**config.mk**
```make
export PLATFORM = sky130hd
export DESIGN_NAME = midi_msg_rx
export DESIGN_NICKNAME = d
export VERILOG_FILES = /design/src/rtl/midi_msg_rx.sv
export SDC_FILE = /design/constraint.sdc
export NUM_CORES = 1
export LEC_CHECK = 0
export BUFFER_PORTS_ARGS = -buffer_cell sky130_fd_sc_hd__buf_2
export CORE_MARGIN = 2
export CORE_UTILIZATION = 57
export DETAILED_ROUTE_END_ITERATION = 6
export PLACE_DENSITY_LB_ADDON = 0.3
export SYNTH_ARGS = -nofsm -noshare
export SYNTH_HDL_FRONTEND = slang
export SYNTH_SLANG_ARGS = --single-unit
```
**constraint.sdc**
```tcl
create_clock -name clk -period 3.4 [get_ports clk]
set_input_delay 0.34 -clock clk [delete_from_list [all_inputs] [get_ports clk]]
set_output_delay 0.34 -clock clk [all_outputs]
set_load 0.01 [all_outputs]
```
**src/rtl/midi_msg_rx.sv**
```systemverilog
// MIDI serial receiver with a running-status message parser.
// Turns 8N1 bytes on midi_rx into complete 1..3 byte channel/realtime messages.
module midi_msg_rx #(
  parameter int BAUD_CNT = 3200
) (
  input  logic       clk,
  input  logic       rst,
  input  logic       midi_rx,
  output logic       msg_valid,
  output logic [7:0] msg_status,
  output logic [7:0] msg_data1,
  output logic [7:0] msg_data2,
  output logic [1:0] msg_len,
  output logic       frame_err,
  output logic       busy
);

  localparam int CW = $clog2(BAUD_CNT);
  localparam logic [CW-1:0] HALF_LAST = CW'(BAUD_CNT / 2 - 1);
  localparam logic [CW-1:0] FULL_LAST = CW'(BAUD_CNT - 1);

  typedef enum logic [2:0] {IDLE, START, DATA, STOP, WAIT_HI} state_t;

  state_t        state, state_n;
  logic          rx_meta, rx_s, rx_prev;
  logic [CW-1:0] cnt;
  logic [2:0]    bit_cnt;
  logic [7:0]    shift;
  logic          half_done, full_done, byte_ok, frame_bad;

  logic [7:0]    rs, hold_d1;
  logic [1:0]    need;
  logic          got;

  assign half_done = (cnt == HALF_LAST);
  assign full_done = (cnt == FULL_LAST);
  assign busy      = (state != IDLE);

  always_ff @(posedge clk) begin
    if (rst) begin
      rx_meta <= 1'b1;
      rx_s    <= 1'b1;
      rx_prev <= 1'b1;
    end else begin
      rx_meta <= midi_rx;
      rx_s    <= rx_meta;
      rx_prev <= rx_s;
    end
  end

  always_comb begin
    state_n   = state;
    byte_ok   = 1'b0;
    frame_bad = 1'b0;
    case (state)
      IDLE:    if (rx_prev && !rx_s) state_n = START;
      START:   if (half_done) state_n = rx_s ? IDLE : DATA;
      DATA:    if (full_done && bit_cnt == 3'd7) state_n = STOP;
      STOP: begin
        if (full_done) begin
          if (rx_s) begin
            byte_ok = 1'b1;
            state_n = IDLE;
          end else begin
            frame_bad = 1'b1;
            state_n   = WAIT_HI;
          end
        end
      end
      WAIT_HI: if (rx_s) state_n = IDLE;
      default: state_n = IDLE;
    endcase
  end

  // Bit timing: cnt restarts at every sample point so it never wraps mid-bit.
  always_ff @(posedge clk) begin
    if (rst) begin
      state   <= IDLE;
      cnt     <= '0;
      bit_cnt <= '0;
      shift   <= '0;
    end else begin
      state <= state_n;
      case (state)
        START: cnt <= half_done ? '0 : cnt + 1'b1;
        DATA: begin
          if (full_done) begin
            cnt     <= '0;
            shift   <= {rx_s, shift[7:1]};
            bit_cnt <= bit_cnt + 1'b1;
          end else begin
            cnt <= cnt + 1'b1;
          end
        end
        STOP: cnt <= full_done ? '0 : cnt + 1'b1;
        default: begin
          cnt     <= '0;
          bit_cnt <= '0;
        end
      endcase
    end
  end

  // Parser acts on the same edge as the accepting stop sample, so msg_valid
  // is high during the following cycle.
  always_ff @(posedge clk) begin
    if (rst) begin
      msg_valid  <= 1'b0;
      frame_err  <= 1'b0;
      msg_status <= '0;
      msg_data1  <= '0;
      msg_data2  <= '0;
      msg_len    <= '0;
      rs         <= '0;
      hold_d1    <= '0;
      need       <= '0;
      got        <= 1'b0;
    end else begin
      msg_valid <= 1'b0;
      frame_err <= frame_bad;
      if (frame_bad) got <= 1'b0;
      if (byte_ok) begin
        if (shift >= 8'hF8) begin
          msg_valid  <= 1'b1;
          msg_status <= shift;
          msg_data1  <= 8'h00;
          msg_data2  <= 8'h00;
          msg_len    <= 2'd1;
        end else if (shift >= 8'hF0) begin
          rs  <= 8'h00;
          got <= 1'b0;
        end else if (shift[7]) begin
          rs   <= shift;
          got  <= 1'b0;
          need <= (shift[7:5] == 3'b110) ? 2'd1 : 2'd2;
        end else if (rs != 8'h00) begin
          if (!got) begin
            hold_d1 <= shift;
            if (need == 2'd1) begin
              msg_valid  <= 1'b1;
              msg_status <= rs;
              msg_data1  <= shift;
              msg_data2  <= 8'h00;
              msg_len    <= 2'd2;
            end else begin
              got <= 1'b1;
            end
          end else begin
            msg_valid  <= 1'b1;
            msg_status <= rs;
            msg_data1  <= hold_d1;
            msg_data2  <= shift;
            msg_len    <= 2'd3;
            got        <= 1'b0;
          end
        end
      end
    end
  end

endmodule

```
==> run_results.csv, run 1 <==
group,metric,value,unit
power,vdd_drop_max,348,uV
final_layout,final_cell_mix,"73 x dfxtp_1, 38 x nor2_1, 29 x buf_2, 26 x mux2i_1",
floorplanning,die_w,76.0,um
setup_path,arrival,2.87,ns
global_routing,busiest_layer,"met2",
synth,yosysSeqAreaShare,49.5,%
synth,synth_top_family_by_area,"simple AND/OR/NAND/NOR gates",
drt,wl_per_cell,14.7,um
final_layout,multi_input_area,1360,um2
global_routing,grt_pass1_vias,2033,
global_routing,met2_usage,32.1,%
setup_path,cp.required,3.64,ns
timing,setup_slack,0.771,ns
floorplanning,pin_count,32,
placement,pre_cts_ws,0.770,ns
final_layout,fillCellCount,400,
timing,relSlewSlack,51.8,%
setup_path,reg2reg_from,"cnt[0]$_SDFF_PP0_",
synth,yosysTopAreaCellShare,49.5,%
drt,wl,5.86,mm
timing,max_freq,380,MHz
floorplanning,initial_utilization,58.5,%
clock_tree,postCtsHoldBufs,0,
floorplanning,core,5040,um2
setup_path,endpoint_kind,"flop",
placement,io_buffer_count,29,
clock_tree,cts_root_buf,"clkbuf_8",
timing,finalCritPeriodShare,77.3,%
timing,fin_crit,2.63,ns
setup_path,critPathLaunchType,"flop",
synth,synthMuxAreaShare,8.82,%
synth,synth_cell_types,48,
timing,worst_pin_slew,0.723,ns
drt,drc,0,
drt,via_per_inst,5.67,
worst_hold_path,min_path_type,"input port to flop",
drt,vias,2250,
floorplanning,die-area,5770,um2
synth,synth_xor_area_share,2.97,%
clock_tree,numCtsBuffers,9,
global_routing,use_met3,4.17,%
timing,setup_viol,0,
clock_tree,htree_levels,3,
clock_tree,ctsResizeCount,0,
synth,async_flop_share,0,%
timing,clock-skew-final,0.0111,ns
setup_path,r2r_end,"msg_status[7]$_SDFFE_PP0P_",
clock_tree,cts.sinks,73,
power,p_per_area,493,nW/um2
synth,synth_area,2950,um2
timing,maxSlewViolCount,0,
setup_path,r2r_slack,0.77,ns
global_routing,grt_max_degree,41,
synth,synth_fa_ha_area_share,1.27,%
timing,hold_viol,0,
setup_path,critPathKind,"flop to flop",
final_layout,ff_latch_area,1460,um2
global_routing,antenna_found_initial,0,
synth,synth_compound_area_share,14.3,%
synth,synth-simple-area-share,18.1,%
setup_path,reg2reg_depth,6,
floorplanning,die_h,76.0,um
synth,synthFlopType,"dfxtp_1",
synth,yosysWarnings,0,
status,status,"completed",
worst_hold_path,hold_end,"rx_meta$_SDFF_PP1_",
clock_tree,worstSkewPairLatency,0.35,ns
final_layout,antenna_cells,0,
global_routing,grt_pass1_wl,9.84,mm
power,p_leak,0.00134,uW
synth,synth_area_leader_cell,"dfxtp_1",
setup_path,cp_max_fo,10,
synth,synth_edf_count,0,
floorplanning,rows,26,
timing,tns,0,ns
global_routing,overflow,0,
placement,hpwl,3.90,mm
synth,ys_ff_latch,73,
drt,first_pass_iters,5,
flow_run,maxCapViolations,0,
worst_hold_path,hp-start,"midi_rx",
final_layout,layout_commonest_cell,"dfxtp_1",
clock_tree,clock_path_buffers,2,
synth,syn_inst,298,
timing,rsz0062_at_grt,"false",
clock_tree,post_cts.repair.setup_buffers,0,
worst_hold_path,min_path_cells,2,
synth,synthTopCellsByArea,"dfxtp_1 50%, mux2i_1 8.8%, nor2_1 4.8%",
final_layout,final_nets,328,
final_layout,drive_gt1_share,16.5,%
global_routing,gr-usage-met1,28.8,%
clock_tree,clk_pin_slew,0.07,ns
clock_tree,cts_tree,"built",
drt,antenna_left,0,
synth,synth.avg_cell_area,9.90,um2
drt,drt-initial-drc-count,207,
placement,place_congestion,0.832,
global_routing,globalRouteTotalUtil,21.7,%
final_layout,area_growth,13.6,%
## cells by family after synthesis
family | count (synthesis)
buffers and inverters | 34
and+or+nand+nor | 99
other | 1
DFF | 73
muxes | 26
AOI/OAI and AO/OA | 52
xor gates and xnor gates | 10
adders and majority gates | 3
## final cells by class
cell class	instances	area share (%)
clock buffers	12	4.63
clock inverters	4	2.24
inverters	15	1.68
multi-input cells	192	40.5
flip-flops and latches	73	43.6
well taps	70	2.61
repair buffers	31	4.78
## power breakdown
part | total (uW) | internal [uW] | switching (uW)
logic | 27.1 | 6.18 | 20.9
registers | 860 | 857 | 2.97
clock network | 765 | 453 | 312
total | 1650 | 1320 | 335
## worst max-delay path, stage by stage (launching register included)
cell,delay (ns)
dfxtp_1,0.40
ha_1,0.28
inv_1,0.11
nor4_4,0.46
and3_1,0.41
or4b_1,0.58
o221a_1,0.28
## stage by stage
stage | instances | utilization (%) | power, uW | area (um2) | hold WS, ns
3_5_place_dp | 381 | 61.9 | 907 | 3120 | 0.395
5_1_grt | 397 | 66.5 | 1700 | 3350 | 0.182
3_3_place_gp | 381 | 61.9 | 907 | 3120 | 0.396
6_report | 397 | 66.5 | 1650 | 3350 | 0.172
4_1_cts | 397 | 66.5 | 1660 | 3350 | 0.162
2_1_floorplan | 299 | - | 902 | 2960 | 0.389
## cells in the mapped netlist, types with 2 or more instances
cell type   n
a21oi_1     9
a22o_1     13
a311oi_1    4
a32o_1      2
and3_1      5
buf_2       4
buf_4       3
clkbuf_1   12
dfxtp_1    73
ha_1        3
inv_1      15
mux2i_1    26
nand2_1    15
nand2b_1    3
nand3_1    11
nand4_1     4
nand4b_1    2
nor2_1     38
nor3_1      3
nor4_1      2
o21ai_0     3
o221a_1     6
o32ai_1     7
or2_2       3
xnor2_1     3
xor2_1      7
## worst max path at each step
stage,cells past startpoint,from,end
2_1_floorplan,8,cnt[0]$_SDFF_PP0_,msg_len[0]$_SDFFE_PP0P_
3_3_place_gp,6,cnt[0]$_SDFF_PP0_,msg_status[5]$_SDFFE_PP0P_
3_5_place_dp,6,cnt[0]$_SDFF_PP0_,msg_status[5]$_SDFFE_PP0P_
4_1_cts,6,cnt[0]$_SDFF_PP0_,msg_status[7]$_SDFFE_PP0P_
5_1_grt,6,cnt[0]$_SDFF_PP0_,msg_status[3]$_SDFFE_PP0P_
6_report,6,cnt[0]$_SDFF_PP0_,msg_status[7]$_SDFFE_PP0P_
## state kept, by name, indices dropped and copies added, names as in the netlist, 3 cells and up
signal and cells:
cnt 12, msg_status 8, rs 8, shift 8
hold_d1 7, msg_data1 7, msg_data2 7, bit_cnt 3
state 3
## metal layers
layer	routed length, um	part of all wire, %	vias up
met3	280	4.8	17
met5	0	0	-
li1	-	-	1116
met2	2610	45	70
met1	2770	47	1047
met4	196	3.3	0
Power figures use the tool's default switching activity.
==> run 2, diff against run 1 <==
--- a/config.mk
+++ b/config.mk
@@ -7,7 +7,7 @@
 export LEC_CHECK = 0
 export BUFFER_PORTS_ARGS = -buffer_cell sky130_fd_sc_hd__buf_2
 export CORE_MARGIN = 2
-export CORE_UTILIZATION = 57
+export CORE_UTILIZATION = 52
 export DETAILED_ROUTE_END_ITERATION = 6
 export PLACE_DENSITY_LB_ADDON = 0.3
 export SYNTH_ARGS = -nofsm -noshare
==> constraint.sdc (replaced) <==
create_clock -name clk -period 2.15 [get_ports clk]
set_input_delay 0.215 -clock clk [delete_from_list [all_inputs] [get_ports clk]]
set_output_delay 0.215 -clock clk [all_outputs]
set_load 0.01 [all_outputs]
==> run_results.csv, run 2 (same netlist as run 1, synthesis figures left out) <==
group,metric,value,unit
clock_tree,numCtsBuffers,9,
setup_path,arrival,2.22,ns
placement,io_buffer_count,29,
floorplanning,die_h,79.3,um
setup_path,critPathKind,"flop to flop",
floorplanning,initial_utilization,53.6,%
power,p_leak,0.00145,uW
drt,drt-initial-drc-count,172,
placement,place_area,3260,um2
setup_path,reg2reg_from,"cnt[6]$_SDFF_PP0_",
floorplanning,rows,27,
worst_hold_path,min_path_type,"input port to flop",
floorplanning,die-area,6290,um2
drt,wl_per_cell,15.1,um
drt,first_pass_iters,4,
drt,vias,2305,
timing,maxSlewViolCount,0,
clock_tree,clock_path_buffers,2,
drt,wl,6.23,mm
final_layout,ff_latch_area,1470,um2
global_routing,overflow,0,
global_routing,antenna_found_initial,0,
drt,antenna_left,0,
clock_tree,cts_tree,"built",
final_layout,largest_reg_flops,12,
setup_path,critPathLaunchType,"flop",
setup_path,endpoint,"msg_status[7]$_SDFFE_PP0P_",
status,status,"completed",
setup_path,cp.required,2.38,ns
drt,via_per_inst,5.57,
power,p_per_area,746,nW/um2
final_layout,post-route-util,63.7,%
placement,hpwl,4.22,mm
final_layout,top_register,"cnt",
final_layout,drive_gt1_share,23.4,%
timing,hold_slack,0.0531,ns
timing,relSlewSlack,58.5,%
final_layout,fillCellCount,439,
final_layout,multi_input_area,1390,um2
timing,worst_pin_slew,0.623,ns
setup_path,endpoint_kind,"flop",
clock_tree,htree_levels,3,
clock_tree,postCtsHoldBufs,0,
final_layout,antenna_cells,0,
timing,clock-skew-final,0.00917,ns
global_routing,grt_pass1_vias,2222,
floorplanning,die_w,79.3,um
global_routing,grt_pass1_wl,10.5,mm
timing,setup_viol,0,
final_layout,final_cell_mix,"68 x dfxtp_1, 38 x nor2_1, 29 x buf_2, 26 x mux2i_1, 17 x buf_4",
final_layout,final_nets,343,
setup_path,cp_max_fo,6,
global_routing,grt_max_degree,30,
setup_path,r2r_slack,0.16,ns
floorplanning,core,5510,um2
timing,setup_slack,0.160,ns
timing,rsz0062_at_grt,"false",
drt,drc,0,
clock_tree,clk_pin_slew,0.08,ns
clock_tree,worstSkewPairLatency,0.35,ns
setup_path,reg2reg_depth,5,
power,vdd_drop_max,532,uV
global_routing,globalRouteTotalUtil,21.6,%
final_layout,area_growth,18.8,%
setup_path,crit_start,"cnt[6]$_SDFF_PP0_",
flow_run,maxCapViolations,0,
timing,hold_viol,0,
floorplanning,pin_count,32,
placement,place_congestion,0.841,
timing,fin_crit,1.99,ns
clock_tree,cts_root_buf,"clkbuf_8",
clock_tree,cts.sinks,73,
final_layout,fin_area,3510,um2
power,p_total,2620,uW
timing,max_freq,502,MHz
placement,pre_cts_ws,0.115,ns
setup_path,r2r_end,"msg_status[7]$_SDFFE_PP0P_",
final_layout,layout_commonest_cell,"dfxtp_1",
timing,finalCritPeriodShare,92.6,%
-- run 2: cell types whose count changed in the layout (fill, tap and decap cells not counted), sizes merged --
| cell | previous run | this run |
|---|---|---|
| inv | 15 | 17 |
| clkinv | 0 | 3 |
| buf | 31 | 46 |
| clkinvlp | 2 | 0 |
| clkbuf | 12 | 9 |
-- run 2: routing by layer --
layer	share of wire [%]	GRT usage [%]
met1	49	28.1
met2	46	34.0
met3	3.3	5.00
met4	2.0	10.0
met5	0	0
-- run 2: how the worst min path moves through the flow --
stage                                   from  slack (ns)                 end  depth (start not counted)
after floorplan                      midi_rx        0.32  rx_meta$_SDFF_PP1_                          1
after global placement    rx_meta$_SDFF_PP1_        0.39     rx_s$_SDFF_PP1_                          1
after detailed placement             midi_rx        0.41  rx_meta$_SDFF_PP1_                          2
after CTS                            midi_rx        0.04  rx_meta$_SDFF_PP1_                          2
after global routing                 midi_rx        0.04  rx_meta$_SDFF_PP1_                          2
final                                midi_rx        0.05  rx_meta$_SDFF_PP1_                          2
-- run 2: worst max-delay path: stages (launching register included) --
cell and delay (ns):
dfxtp_1 0.43, nand4bb_1 0.25, nor4_4 0.21, and3_1 0.21, or4b_4 0.52, o221a_1 0.26
-- run 2: power breakdown --
group	switching, uW	total (uW)	internal (uW)
sequential	4.96	1360	1350
combinational	36.3	50.1	13.8
clock	541	1210	667
total	582	2620	2030
-- run 2: timing repair --
| item | 4_1_cts | 5_1_grt |
|---|---|---|
| resized for setup | 0 | 3 |
| endpoints found under the hold margin | 0 | 0 |
| buffers inserted | 0 | 0 |
| endpoints found under the setup margin | 0 | 15 |
-- run 2: area by class of cell --
type                    count  share of cell area (%)
clock buffers               9                    3.53
repair buffers             46                    7.78
well taps                  72                    2.57
inverters                  15                    1.61
multi-input cells         192                    39.7
clock inverters             7                    2.93
flip-flops and latches     73                    41.9
-- run 2: metrics by stage --
stage | TNS [ns] | std cells
after floorplan | -0.0233 | 299
after global placement | 0 | 398
after detailed placement | 0 | 398
after CTS | 0 | 414
after global routing | 0 | 414
final | 0 | 414
==> run 3, diff against run 2 <==
--- a/config.mk
+++ b/config.mk
@@ -7,7 +7,8 @@
 export LEC_CHECK = 0
 export BUFFER_PORTS_ARGS = -buffer_cell sky130_fd_sc_hd__buf_2
 export CORE_MARGIN = 2
-export CORE_UTILIZATION = 52
+export CORE_UTILIZATION = 40
+export CTS_BUF_LIST = sky130_fd_sc_hd__clkbuf_16
 export DETAILED_ROUTE_END_ITERATION = 6
 export PLACE_DENSITY_LB_ADDON = 0.3
 export SYNTH_ARGS = -nofsm -noshare
==> run_results.csv, run 3 (same netlist as run 1, synthesis figures left out) <==
group,metric,value,unit
floorplanning,die_h,89.9,um
global_routing,grt_pass1_vias,2235,
clock_tree,htree_levels,3,
timing,finalCritPeriodShare,93.0,%
floorplanning,rows,31,
final_layout,largest_reg_flops,12,
timing,worst_pin_slew,0.687,ns
setup_path,reg2reg_depth,5,
placement,io_buffer_count,29,
setup_path,cp.required,2.37,ns
timing,setup_viol,0,
timing,clock-skew-final,0.00552,ns
setup_path,cp_max_fo,7,
clock_tree,cts_tree,"built",
drt,via_per_inst,5.20,
clock_tree,worstSkewPairLatency,0.33,ns
clock_tree,cts.sinks,73,
timing,tns,0,ns
global_routing,antenna_found_initial,0,
flow_run,maxCapViolations,0,
power,p_per_area,831,nW/um2
floorplanning,core,7210,um2
placement,place_congestion,0.804,
timing,setup_slack,0.151,ns
timing,fin_crit,2.00,ns
drt,first_pass_iters,4,
worst_hold_path,min_path_type,"input port to flop",
placement,place_area,3300,um2
final_layout,drive_gt1_share,22.7,%
final_layout,antenna_cells,0,
floorplanning,die_w,89.9,um
final_layout,area_growth,23.2,%
drt,drc,0,
setup_path,crit_start,"rs[7]$_SDFFE_PP0P_",
drt,wl,6.19,mm
placement,hpwl,4.25,mm
final_layout,layout_commonest_cell,"dfxtp_1",
timing,maxSlewViolCount,0,
global_routing,grt_max_degree,22,
timing,relSlewSlack,53.8,%
drt,vias,2297,
setup_path,r2r_slack,0.15,ns
global_routing,overflow,0,
final_layout,fillCellCount,680,
clock_tree,clock_path_buffers,2,
floorplanning,die-area,8080,um2
drt,antenna_left,0,
floorplanning,pin_count,32,
final_layout,final_nets,344,
global_routing,grt_pass1_wl,10.5,mm
final_layout,final_cell_mix,"68 x dfxtp_1, 38 x nor2_1, 29 x buf_2, 26 x mux2i_1, 18 x buf_4",
status,status,"completed",
clock_tree,cts_root_buf,"clkbuf_16",
setup_path,critPathKind,"flop to flop",
setup_path,reg2reg_from,"rs[7]$_SDFFE_PP0P_",
timing,rsz0062_at_grt,"false",
timing,max_freq,500,MHz
setup_path,arrival,2.22,ns
clock_tree,clk_pin_slew,0.05,ns
drt,wl_per_cell,14.0,um
clock_tree,postCtsHoldBufs,0,
drt,drt-initial-drc-count,55,
final_layout,top_register,"cnt",
timing,hold_viol,0,
setup_path,critPathLaunchType,"flop",
setup_path,r2r_end,"msg_data2[4]$_SDFFE_PP0P_",
setup_path,endpoint_kind,"flop",
floorplanning,initial_utilization,40.9,%
global_routing,globalRouteTotalUtil,16.0,%
final_layout,fin_area,3640,um2
clock_tree,numCtsBuffers,9,
placement,pre_cts_ws,0.122,ns
setup_path,endpoint,"msg_data2[4]$_SDFFE_PP0P_",
power,p_leak,0.00148,uW
power,vdd_drop_max,460,uV
run 3: layer usage:
metal / part of all wire [%] / track usage, %
met1: 49 / 20.1
met3: 3.3 / 5.45
met2: 47 / 26.2
met4: 0.99 / 4.74
met5: 0 / 0
run 3: critical path: stages (launching register included):
cell,delay (ns)
dfxtp_1,0.37
nor4_1,0.08
and2_1,0.19
o31ai_1,0.58
a21oi_1,0.35
a22o_1,0.31
run 3: worst min path at each step:
| stage | from | end | slack, ns | cells past startpoint |
|---|---|---|---|---|
| after floorplan | midi_rx | rx_meta$_SDFF_PP1_ | 0.32 | 1 |
| after global placement | rx_meta$_SDFF_PP1_ | rx_s$_SDFF_PP1_ | 0.39 | 1 |
| after detailed placement | rx_meta$_SDFF_PP1_ | rx_s$_SDFF_PP1_ | 0.39 | 1 |
| after CTS | midi_rx | rx_meta$_SDFF_PP1_ | 0.06 | 2 |
| after global routing | midi_rx | rx_meta$_SDFF_PP1_ | 0.07 | 2 |
| final | midi_rx | rx_meta$_SDFF_PP1_ | 0.07 | 2 |
run 3: cell type report:
type	instances	area (um2)	area share, %
Clock inverter	6	80.1	2.20
Clock buffer	10	250	6.88
Sequential cell	73	1470	40.4
Multi-Input combinational cell	192	1380	37.8
Timing Repair Buffer	47	280	7.71
Tap cell	99	124	3.41
Inverter	15	56.3	1.55
run 3: through the flow:
stage | util (%) | cells | total power [uW] | hold WS (ns)
finish | 50.4 | 442 | 3020 | 0.0680
floorplan | - | 299 | 1430 | 0.319
global route | 50.4 | 442 | 3120 | 0.0672
detailed placement | 45.8 | 426 | 1440 | 0.394
CTS | 50.4 | 442 | 3050 | 0.0597
global placement | 45.8 | 426 | 1440 | 0.392
run 3: repair_timing:
action	in CTS	in global routing
buffers inserted	0	0
resized for setup	0	1
endpoints found under the setup margin	0	1
run 3: where the power goes:
group	total, uW	leakage [uW]	internal (uW)	switching [uW]
sequential	1360	0.000591	1360	4.56
clock	1610	0.000162	1070	536
combinational	49.2	0.000730	13.7	35.5
total	3020	0.00148	2440	576
